## config.mk

```make
export PLATFORM = sky130hd
export DESIGN_NAME = fpu_unpack_seq
export DESIGN_NICKNAME = d
export VERILOG_FILES = /design/src/rtl/fpu_pkg.sv /design/src/rtl/fpu_lzc.sv /design/src/rtl/fpu_unpack_seq.sv
export SDC_FILE = /design/constraint.sdc
export NUM_CORES = 1
export LEC_CHECK = 0
export ABC_AREA = 1
export BUFFER_PORTS_ARGS = -buffer_cell sky130_fd_sc_hd__clkbuf_2
export CAP_MARGIN = 10
export CORE_MARGIN = 2
export CORE_UTILIZATION = 59
export DETAILED_ROUTE_END_ITERATION = 16
export PLACE_DENSITY = 0.94
export SYNTH_ARGS = -nofsm -noshare
export SYNTH_HDL_FRONTEND = slang
export SYNTH_SLANG_ARGS = --single-unit
```

## constraint.sdc

```tcl
create_clock -name clk -period 4.7 [get_ports clk]
set_clock_uncertainty 0.2 [all_clocks]
set_input_delay 0.235 -clock clk [delete_from_list [all_inputs] [get_ports clk]]
set_output_delay 0.235 -clock clk [all_outputs]
set_load 0.02 [all_outputs]
```

## src/rtl/fpu_pkg.sv

```systemverilog
// fpu_pkg: class/FCLASS bit indices, FSM state and operand format types
package fpu_pkg;

   localparam int CLS_ZERO = 0;
   localparam int CLS_SUB  = 1;
   localparam int CLS_NORM = 2;
   localparam int CLS_INF  = 3;
   localparam int CLS_SNAN = 4;
   localparam int CLS_QNAN = 5;

   localparam int FC_NINF  = 0;
   localparam int FC_NNORM = 1;
   localparam int FC_NSUB  = 2;
   localparam int FC_NZERO = 3;
   localparam int FC_PZERO = 4;
   localparam int FC_PSUB  = 5;
   localparam int FC_PNORM = 6;
   localparam int FC_PINF  = 7;
   localparam int FC_SNAN  = 8;
   localparam int FC_QNAN  = 9;

   typedef enum logic [1:0] {IDLE, NORM, DONE} state_t;
   typedef enum logic {FMT_S, FMT_D} fmt_t;

   // Expand the one-hot class plus sign into the ten-bit FCLASS mask
   function automatic logic [9:0] fclass(input logic s, input logic [5:0] c);
      logic [9:0] m;
      m = '0;
      m[FC_QNAN] = c[CLS_QNAN];
      m[FC_SNAN] = c[CLS_SNAN];
      m[s ? FC_NINF : FC_PINF] = c[CLS_INF];
      m[s ? FC_NNORM : FC_PNORM] = c[CLS_NORM];
      m[s ? FC_NSUB : FC_PSUB] = c[CLS_SUB];
      m[s ? FC_NZERO : FC_PZERO] = c[CLS_ZERO];
      return m;
   endfunction

endpackage

```

## src/rtl/fpu_lzc.sv

```systemverilog
// fpu_lzc: leading-zero count over a W-bit window, saturating at W
module fpu_lzc #(
   parameter int W = 4,
   localparam int CW = $clog2(W + 1)
)(
   input  logic [W-1:0]  a,
   output logic [CW-1:0] cnt
);

   // Scan upward so the most significant set bit decides the count
   always_comb begin
      cnt = CW'(W);
      for (int i = 0; i < W; i++)
         if (a[i]) cnt = CW'(W - 1 - i);
   end

endmodule

```

## src/rtl/fpu_unpack_seq.sv

```systemverilog
// fpu_unpack_seq: classifies a float register and unpacks it, normalising subnormals over several cycles
module fpu_unpack_seq
   import fpu_pkg::*;
#(
   parameter int FLEN = 32,
   parameter int NRM_STEP = 4,
   localparam int EXP_LEN = (FLEN == 64) ? 11 : 8,
   localparam int SIG_LEN = (FLEN == 64) ? 52 : 23,
   localparam int BIAS = 2 ** (EXP_LEN - 1) - 1,
   localparam int EW = EXP_LEN + 2,
   localparam int SW = SIG_LEN + 1,
   localparam int CW = $clog2(NRM_STEP + 1)
)(
   input  logic                 clk,
   input  logic                 resetn,
   input  logic                 flush_i,
   input  logic                 in_valid_i,
   output logic                 in_ready_o,
   input  logic [FLEN-1:0]      reg_i,
   input  logic                 fmt_i,
   output logic                 out_valid_o,
   input  logic                 out_ready_i,
   output logic                 sign_o,
   output logic signed [EW-1:0] exp_o,
   output logic [SIG_LEN:0]     sig_o,
   output logic [5:0]           class_o,
   output logic [9:0]           fullclass_o
);

   state_t          state;
   logic [63:0]     r64;
   logic [31:0]     r32;
   logic            dbl, box_bad, sgn, e_zero, e_max, f_zero, accept;
   logic [10:0]     e;
   logic [SIG_LEN-1:0] f;
   logic [EW-1:0]   bias, d_exp;
   logic [SW-1:0]   d_sig, sig_sh;
   logic [5:0]      d_cls;
   logic [CW-1:0]   lz;

   assign in_ready_o = resetn && (state == IDLE || (state == DONE && out_ready_i));
   assign accept = in_valid_i && in_ready_o;

   // Field extraction and classification of the offered operand; singles sit MSB-aligned in the wide significand
   always_comb begin
      r64 = 64'(reg_i);
      dbl = (FLEN == 64) && (fmt_t'(fmt_i) == FMT_D);
      box_bad = (FLEN == 64) && !dbl && (r64[63:32] != '1);
      r32 = box_bad ? 32'h7FC0_0000 : r64[31:0];
      sgn = dbl ? r64[63] : r32[31];
      e = dbl ? r64[62:52] : {3'b000, r32[30:23]};
      f = dbl ? SIG_LEN'(r64[51:0]) : SIG_LEN'(r32[22:0]) << (SIG_LEN - 23);
      e_zero = e == '0;
      e_max = dbl ? (e == '1) : (e[7:0] == '1);
      f_zero = f == '0;
      bias = dbl ? EW'(BIAS) : EW'(127);
      d_cls = '0;
      d_cls[CLS_QNAN] = e_max && !f_zero && f[SIG_LEN-1];
      d_cls[CLS_SNAN] = e_max && !f_zero && !f[SIG_LEN-1];
      d_cls[CLS_INF] = e_max && f_zero;
      d_cls[CLS_NORM] = !e_max && !e_zero;
      d_cls[CLS_SUB] = e_zero && !f_zero;
      d_cls[CLS_ZERO] = e_zero && f_zero;
      d_sig = {!e_zero, f};
      d_exp = e_max ? bias + EW'(1) : e_zero ? (f_zero ? '0 : EW'(1) - bias) : EW'(e) - bias;
   end

   fpu_lzc #(.W(NRM_STEP)) u_lzc (
      .a   (sig_o[SIG_LEN -: NRM_STEP]),
      .cnt (lz)
   );

   assign sig_sh = sig_o << lz;

   // Control FSM; the output registers double as the normalisation working registers
   always_ff @(posedge clk or negedge resetn) begin
      if (!resetn) begin
         state <= IDLE;
         out_valid_o <= 1'b0;
         sign_o <= 1'b0;
         exp_o <= '0;
         sig_o <= '0;
         class_o <= '0;
         fullclass_o <= '0;
      end else if (flush_i) begin
         state <= IDLE;
         out_valid_o <= 1'b0;
      end else if (accept) begin
         sign_o <= sgn;
         exp_o <= d_exp;
         sig_o <= d_sig;
         class_o <= d_cls;
         fullclass_o <= fclass(sgn, d_cls);
         state <= d_cls[CLS_SUB] ? NORM : DONE;
         out_valid_o <= !d_cls[CLS_SUB];
      end else if (state == NORM) begin
         sig_o <= sig_sh;
         exp_o <= exp_o - EW'(lz);
         state <= sig_sh[SIG_LEN] ? DONE : NORM;
         out_valid_o <= sig_sh[SIG_LEN];
      end else if (state == DONE && out_ready_i) begin
         state <= IDLE;
         out_valid_o <= 1'b0;
      end
   end

endmodule

```

# --- Word-level counts from Yosys, hierarchy flattened ---
# Cells that the tools add are included.
word_totals:
  inputBits: 38
  register_bits: 54
  out_inout_bits: 53
  elab_cells: 86
op_classes:
  n_eq_ne: 3
  n_mux: 37
  shift: 1
  reduce_logical: 27
  order_cmp: 8
  add_sub_neg: 2
  n_bitwise: 1
op_table:
  columns: ["cell", "n"]
  rows:
  - ["$mux W10", 5]
  - ["$mux W24", 2]
  - ["$bwmux W10", 4]
  - ["$mux W3", 8]
  - ["$shl A24 B3 Y24", 1]
  - ["$logic_not A23 Y1", 1]
  - ["$lt A3 B5 Y1 const B", 4]
  - ["$demux W1 S4", 4]
  - ["$logic_and A1 B1 Y1", 14]
  - ["$ge A3 B1 Y1 const B", 4]
  - ["$mux W2", 6]
  - ["$sub A10 B3 Y10", 1]
  - ["$sub A8 B7 Y9 const B", 1]
  - ["$eq A8 B8 Y1 const B", 1]
  - ["$logic_not A8 Y1", 1]
  - ["$mux W1", 8]
  - ["$logic_not A1 Y1", 5]
  - ["$reduce_and A2 Y1", 2]
  - ["$reduce_bool A4 Y1", 1]
  - ["$eq A2 B1 Y1 const B", 1]
  - ["$eq A2 B2 Y1 const B", 1]
  - ["$logic_not A2 Y1", 1]
  - ["$reduce_bool A2 Y1", 1]
  - ["$logic_or A1 B1 Y1", 1]
  - ["$not A1 Y1", 1]

# --- Logic depth before layout (Yosys ltp) ---
logic_depth:
  depth_word: 9
  mapped_depth: 17
  mapped_depth_nobuf: 15

# --- By module ---
# A second synthesis with hierarchy kept.
hier_totals:
  cells_unflattened: 547
  area_unflattened_um2: 3622.2
by_module_without_submodules:
  columns: ["mod", "area_each_um2", "cells_each", "n_inst", "seq_area_each_um2"]
  rows:
  - ["fpu_unpack_seq", 3587.2, 539, 1, 1276.2]
  - ["fpu_lzc", 35.0, 8, 1, 0.0]

# --- Least setup slack after synthesis ---
# Ideal clock, no wire load.
synth_timing:
  path_type: "reg2reg"
  startpoint: "register sig_o[23]"
  endpoint: "register exp_o[6]"
  setup_time_ps: 118
  setup_slack_ps: 2239
  path_stages_with_launch: 15
  arrival_ps: 2143
  synth_period_minus_slack_ps: 2461
  t_required_ps: 4382
  path_buffers: 2
  path_cell_list: "dfrtp_1 nor2_2 inv_2 nor2_4 inv_2 buf_6 buf_6 fa_1 nand2_1 nand2_1 nor2_1 nand2_1 xor2_1 a21oi_1 nor2_1"
synth_between:
  elab_chain_cells: 4
synth_lines:
  columns: ["element", "line", "text"]
  rows:
  - ["from (decl)", "fpu_unpack_seq.sv:25", "output logic [SIG_LEN:0] sig_o,"]
  - ["from (signal assigned)", "fpu_unpack_seq.sv:91", "sig_o <= d_sig;"]
  - ["from (signal assigned)", "fpu_unpack_seq.sv:97", "sig_o <= sig_sh;"]
  - ["$mux W3", "fpu_lzc.sv:14", "if (a[i]) cnt = CW'(W - 1 - i);"]
  - ["$sub A10 B3 Y10", "fpu_unpack_seq.sv:98", "exp_o <= exp_o - EW'(lz);"]
  - ["$mux W10", "fpu_unpack_seq.sv:96", "end else if (state == NORM) begin"]
  - ["$mux W10", "fpu_unpack_seq.sv:88", "end else if (accept) begin"]
  - ["to (signal assigned)", "fpu_unpack_seq.sv:90", "exp_o <= d_exp;"]
  - ["to (signal assigned)", "fpu_unpack_seq.sv:98", null]
  - ["to (decl)", "fpu_unpack_seq.sv:24", "output logic signed [EW-1:0] exp_o,"]
# No other way between the ends. The select of a mux whose other input is x is not followed.
# A chain may end at the register's enable or synchronous reset.

# --- Final worst setup path ---
# Ends and elaborated chain as after synthesis.

==> metrics.cfg <==
[routing]
wirelength_um = 10800
drtIter0Drc = 501
viasPerCell = 5.97
drtPass1Iterations = 6
vias = 4434
drc = 0
wire_per_inst_um = 14.5
ant_nets = 0

[critical_path]
required_ns = 4.71
path_cells = nor2_2 -> buf_4 -> inv_2 -> nor2_4 -> inv_2 -> fa_1 -> nand2_1 -> nand2_1 -> nor2_1 -> nand2_1 -> xor2_1 -> a21oi_1 -> nor2_1
critPathTopFamily = simple AND/OR/NAND/NOR gates
path_max_fanout = 39
r2r_end = exp_o[6]
crit_path_frequent_cell = nand2_1
critPathLaunch = sig_o[23]
crit_buf_inv = 3
crit_type = reg -> reg
cp-start-kind = flip-flop
reg2reg_depth = 13
worst-endpoint-arrival_ns = 3.40
critPathMaxStageDelay_ns = 0.52
end_kind = flip-flop
r2r_setup_slack_ns = 1.31
cp_slowest_cell = fa_1
timing.rr.start = sig_o[23]

[logic_synthesis]
yosys.area_share.simple = 0.448
yosys.area_share.adder = 0.0208
synth.distinct_cells = 36
synth_nets = 642
syn_area_um2 = 3970
synth.yosys.warnings = 0
synth_mux_area_frac = 0
synth_top_family_by_area = simple AND/OR/NAND/NOR gates
synth_xor_area_frac = 0.00221
syn_inst = 598
synth-compound-area-share = 0.0832
ys_seq_area_frac = 0.321
syn_avg_cell_area_um2 = 6.64
ys_ff_latch = 51

[sta]
worst_pin_slew_ns = 0.663
fin_crit_sh = 0.721
timing.fmax_mhz = 295
maxSlewHeadroom = 0.558
slew_viol_final = 0
final-setup-viol-count = 0
timing.setup.tns_ns = 0
min_period_ns = 3.39
rsz0062_at_grt = no
finalHoldViolations = 0

[grt]
grtUsageTotal = 0.294
use_met3 = 0.0481
overflow = 0
grt_pass1_wl_um = 17700
grt-busiest-layer = met2
antenna_found_initial = 0
grt_pass1_vias = 4007
met1_usage = 0.375
use_met2 = 0.500
grt_max_degree = 52

[cts]
hold_buffers = 3
cts_root_buf = clkbuf_8
numClockSinks = 51
clockBufferDepth = 2
cts_htree_levels = 2
postCtsSetupBuffers = 0
cts_tree = done
postCtsResizedCells = 0
clk_pin_slew_ns = 0.10
clk_latency_ns = 0.31
numCtsBuffers = 5

[power_and_ir_drop]
vdd_drop_max_mv = 0.260
clock_power_share = 0.116
p_sw_uw = 1220
power_density_nw_per_um2 = 536
switching_share = 0.517
power.share.sequential = 0.313
leakage_uw = 0.00236
p_int_uw = 1140
p_comb_frac = 0.571

[job]
cap_violations = 0

[min_path]
min_from = reg_i[23]
hold_path_end = exp_o[0]
hp-class = in -> reg
worstHoldPathCells = 4

[layout]
multi_input_area_um2 = 2200
nets = 710
regArea_um2 = 1280
drive_gt1_frac = 0.210
antenna_cells = 0
nFillCells = 561
areaGrowthSynthToFinish_pct = 10.7
final_cells = 743

[placed_design]
place.gp.congestion = 0.935
port_buffers = 89
dp_hpwl_um = 7530
dp_cells = 733

[floorplanning]
coreArea_um2 = 6420
placementRows = 29
dieArea_um2 = 7400
num_io_pins = 91
die_w_um = 86.0
initial_utilization = 0.618
die_y_um = 86.0

[status]
status = complete, no violations

## flip-flops by register name, indices dropped and copies added (netlist names)
signal	cells
class_o	6
exp_o	10
fullclass_o	8
out_valid_o	1
sig_o	24
sign_o	1
state	1
## layer usage
metal,vias up,share of wire,wire (um)
met3,40,0.092,991
met4,0,0.031,334
met1,2038,0.40,4320
met5,-,0,0
li1,2094,-,-
met2,262,0.48,5110
## cells in the mapped netlist, drive strengths merged
| library cell | instances | area share |
|---|---|---|
| a21oi | 31 | 0.039 |
| a22oi | 1 | 0.0019 |
| a31oi | 4 | 0.0079 |
| buf | 32 | 0.064 |
| clkbuf | 2 | 0.0019 |
| dfrtp | 51 | 0.32 |
| fa | 1 | 0.0050 |
| ha | 5 | 0.016 |
| inv | 62 | 0.059 |
| nand2 | 165 | 0.16 |
| nand3 | 112 | 0.14 |
| nand3b | 1 | 0.0019 |
| nand4 | 26 | 0.044 |
| nor2 | 56 | 0.060 |
| nor3 | 4 | 0.0050 |
| o2111ai | 1 | 0.0022 |
| o211ai | 2 | 0.0038 |
| o21a | 1 | 0.0019 |
| o21ai | 18 | 0.023 |
| o31ai | 2 | 0.0038 |
| or2 | 20 | 0.032 |
| xor2 | 1 | 0.0022 |
## worst max path at each step
stage               endpoint  slack (ns)  cells after the start
global placement    exp_o[7]        1.52                     16
floorplan           exp_o[6]        2.24                     14
CTS                 exp_o[6]        1.36                     13
finish              exp_o[6]        1.31                     13
detailed placement  exp_o[6]        1.39                     13
global route        exp_o[7]         1.0                     16
## tightest hold or removal path: stages
cell and delay [ns]:
clkbuf_2 0.11, inv_1 0.07, nand2_1 0.07, a21oi_1 0.05
## through the flow
| stage | power [uW] | hold WS (ns) | setup WS, ns | util | cell area (um2) |
|---|---|---|---|---|---|
| after floorplan | 1750 | -0.261 | 2.24 | - | 3970 |
| after global placement | 2000 | 0.207 | 1.52 | 0.666 | 4280 |
| after detailed placement | 2060 | 0.221 | 1.39 | 0.666 | 4280 |
| after CTS | 2340 | 0.0459 | 1.36 | 0.685 | 4400 |
| after global routing | 2550 | 0.0570 | 0.996 | 0.685 | 4400 |
| final | 2360 | 0.0485 | 1.31 | 0.685 | 4400 |
## power by group through the flow
stage	Clock (uW)	Sequential, uW	Combinational [uW]
finish	274	738	1340
global route	295	755	1500
CTS	278	730	1330
detailed placement	0	738	1320
global placement	0	729	1280
floorplan	0	866	880
## cell families (layout without fill, tap and decap cells)
group | Yosys count | after routing
AO/OA/AOI/OAI | 60 | 60
XOR/XNOR | 1 | 1
adder cells (fa/ha/maj) | 6 | 6
buffers and inverters | 96 | 164
flip-flops | 51 | 51
AND/OR/NAND/NOR | 384 | 384
## cell type report
type / count / share of cell area
multi-input combinational: 451 / 0.500
sequential: 51 / 0.290
timing repair buffer: 95 / 0.113
inverter: 62 / 0.0535
tap: 77 / 0.0219
clock buffer: 6 / 0.0188
clock inverter: 1 / 0.00199
## layout by cell type, fill, tap and decap left out, types with 3 or more instances in the layout
cell type | synthesis | routed
dlygate4sd3_1 | 0 | 3
inv_1 | 51 | 51
or2_2 | 13 | 13
clkbuf_2 | 0 | 89
o21ai_1 | 6 | 6
inv_2 | 10 | 10
ha_1 | 5 | 5
dfrtp_1 | 51 | 51
a21oi_1 | 31 | 31
clkbuf_8 | 0 | 6
nand2_1 | 161 | 161
nor2_1 | 49 | 49
nor2_2 | 5 | 5
a31oi_1 | 3 | 3
nor3_1 | 4 | 4
nand3_1 | 110 | 110
nand4_1 | 24 | 24
buf_4 | 7 | 3
or2_1 | 6 | 6
o21ai_0 | 12 | 12
(Power assumes the default switching activity.)
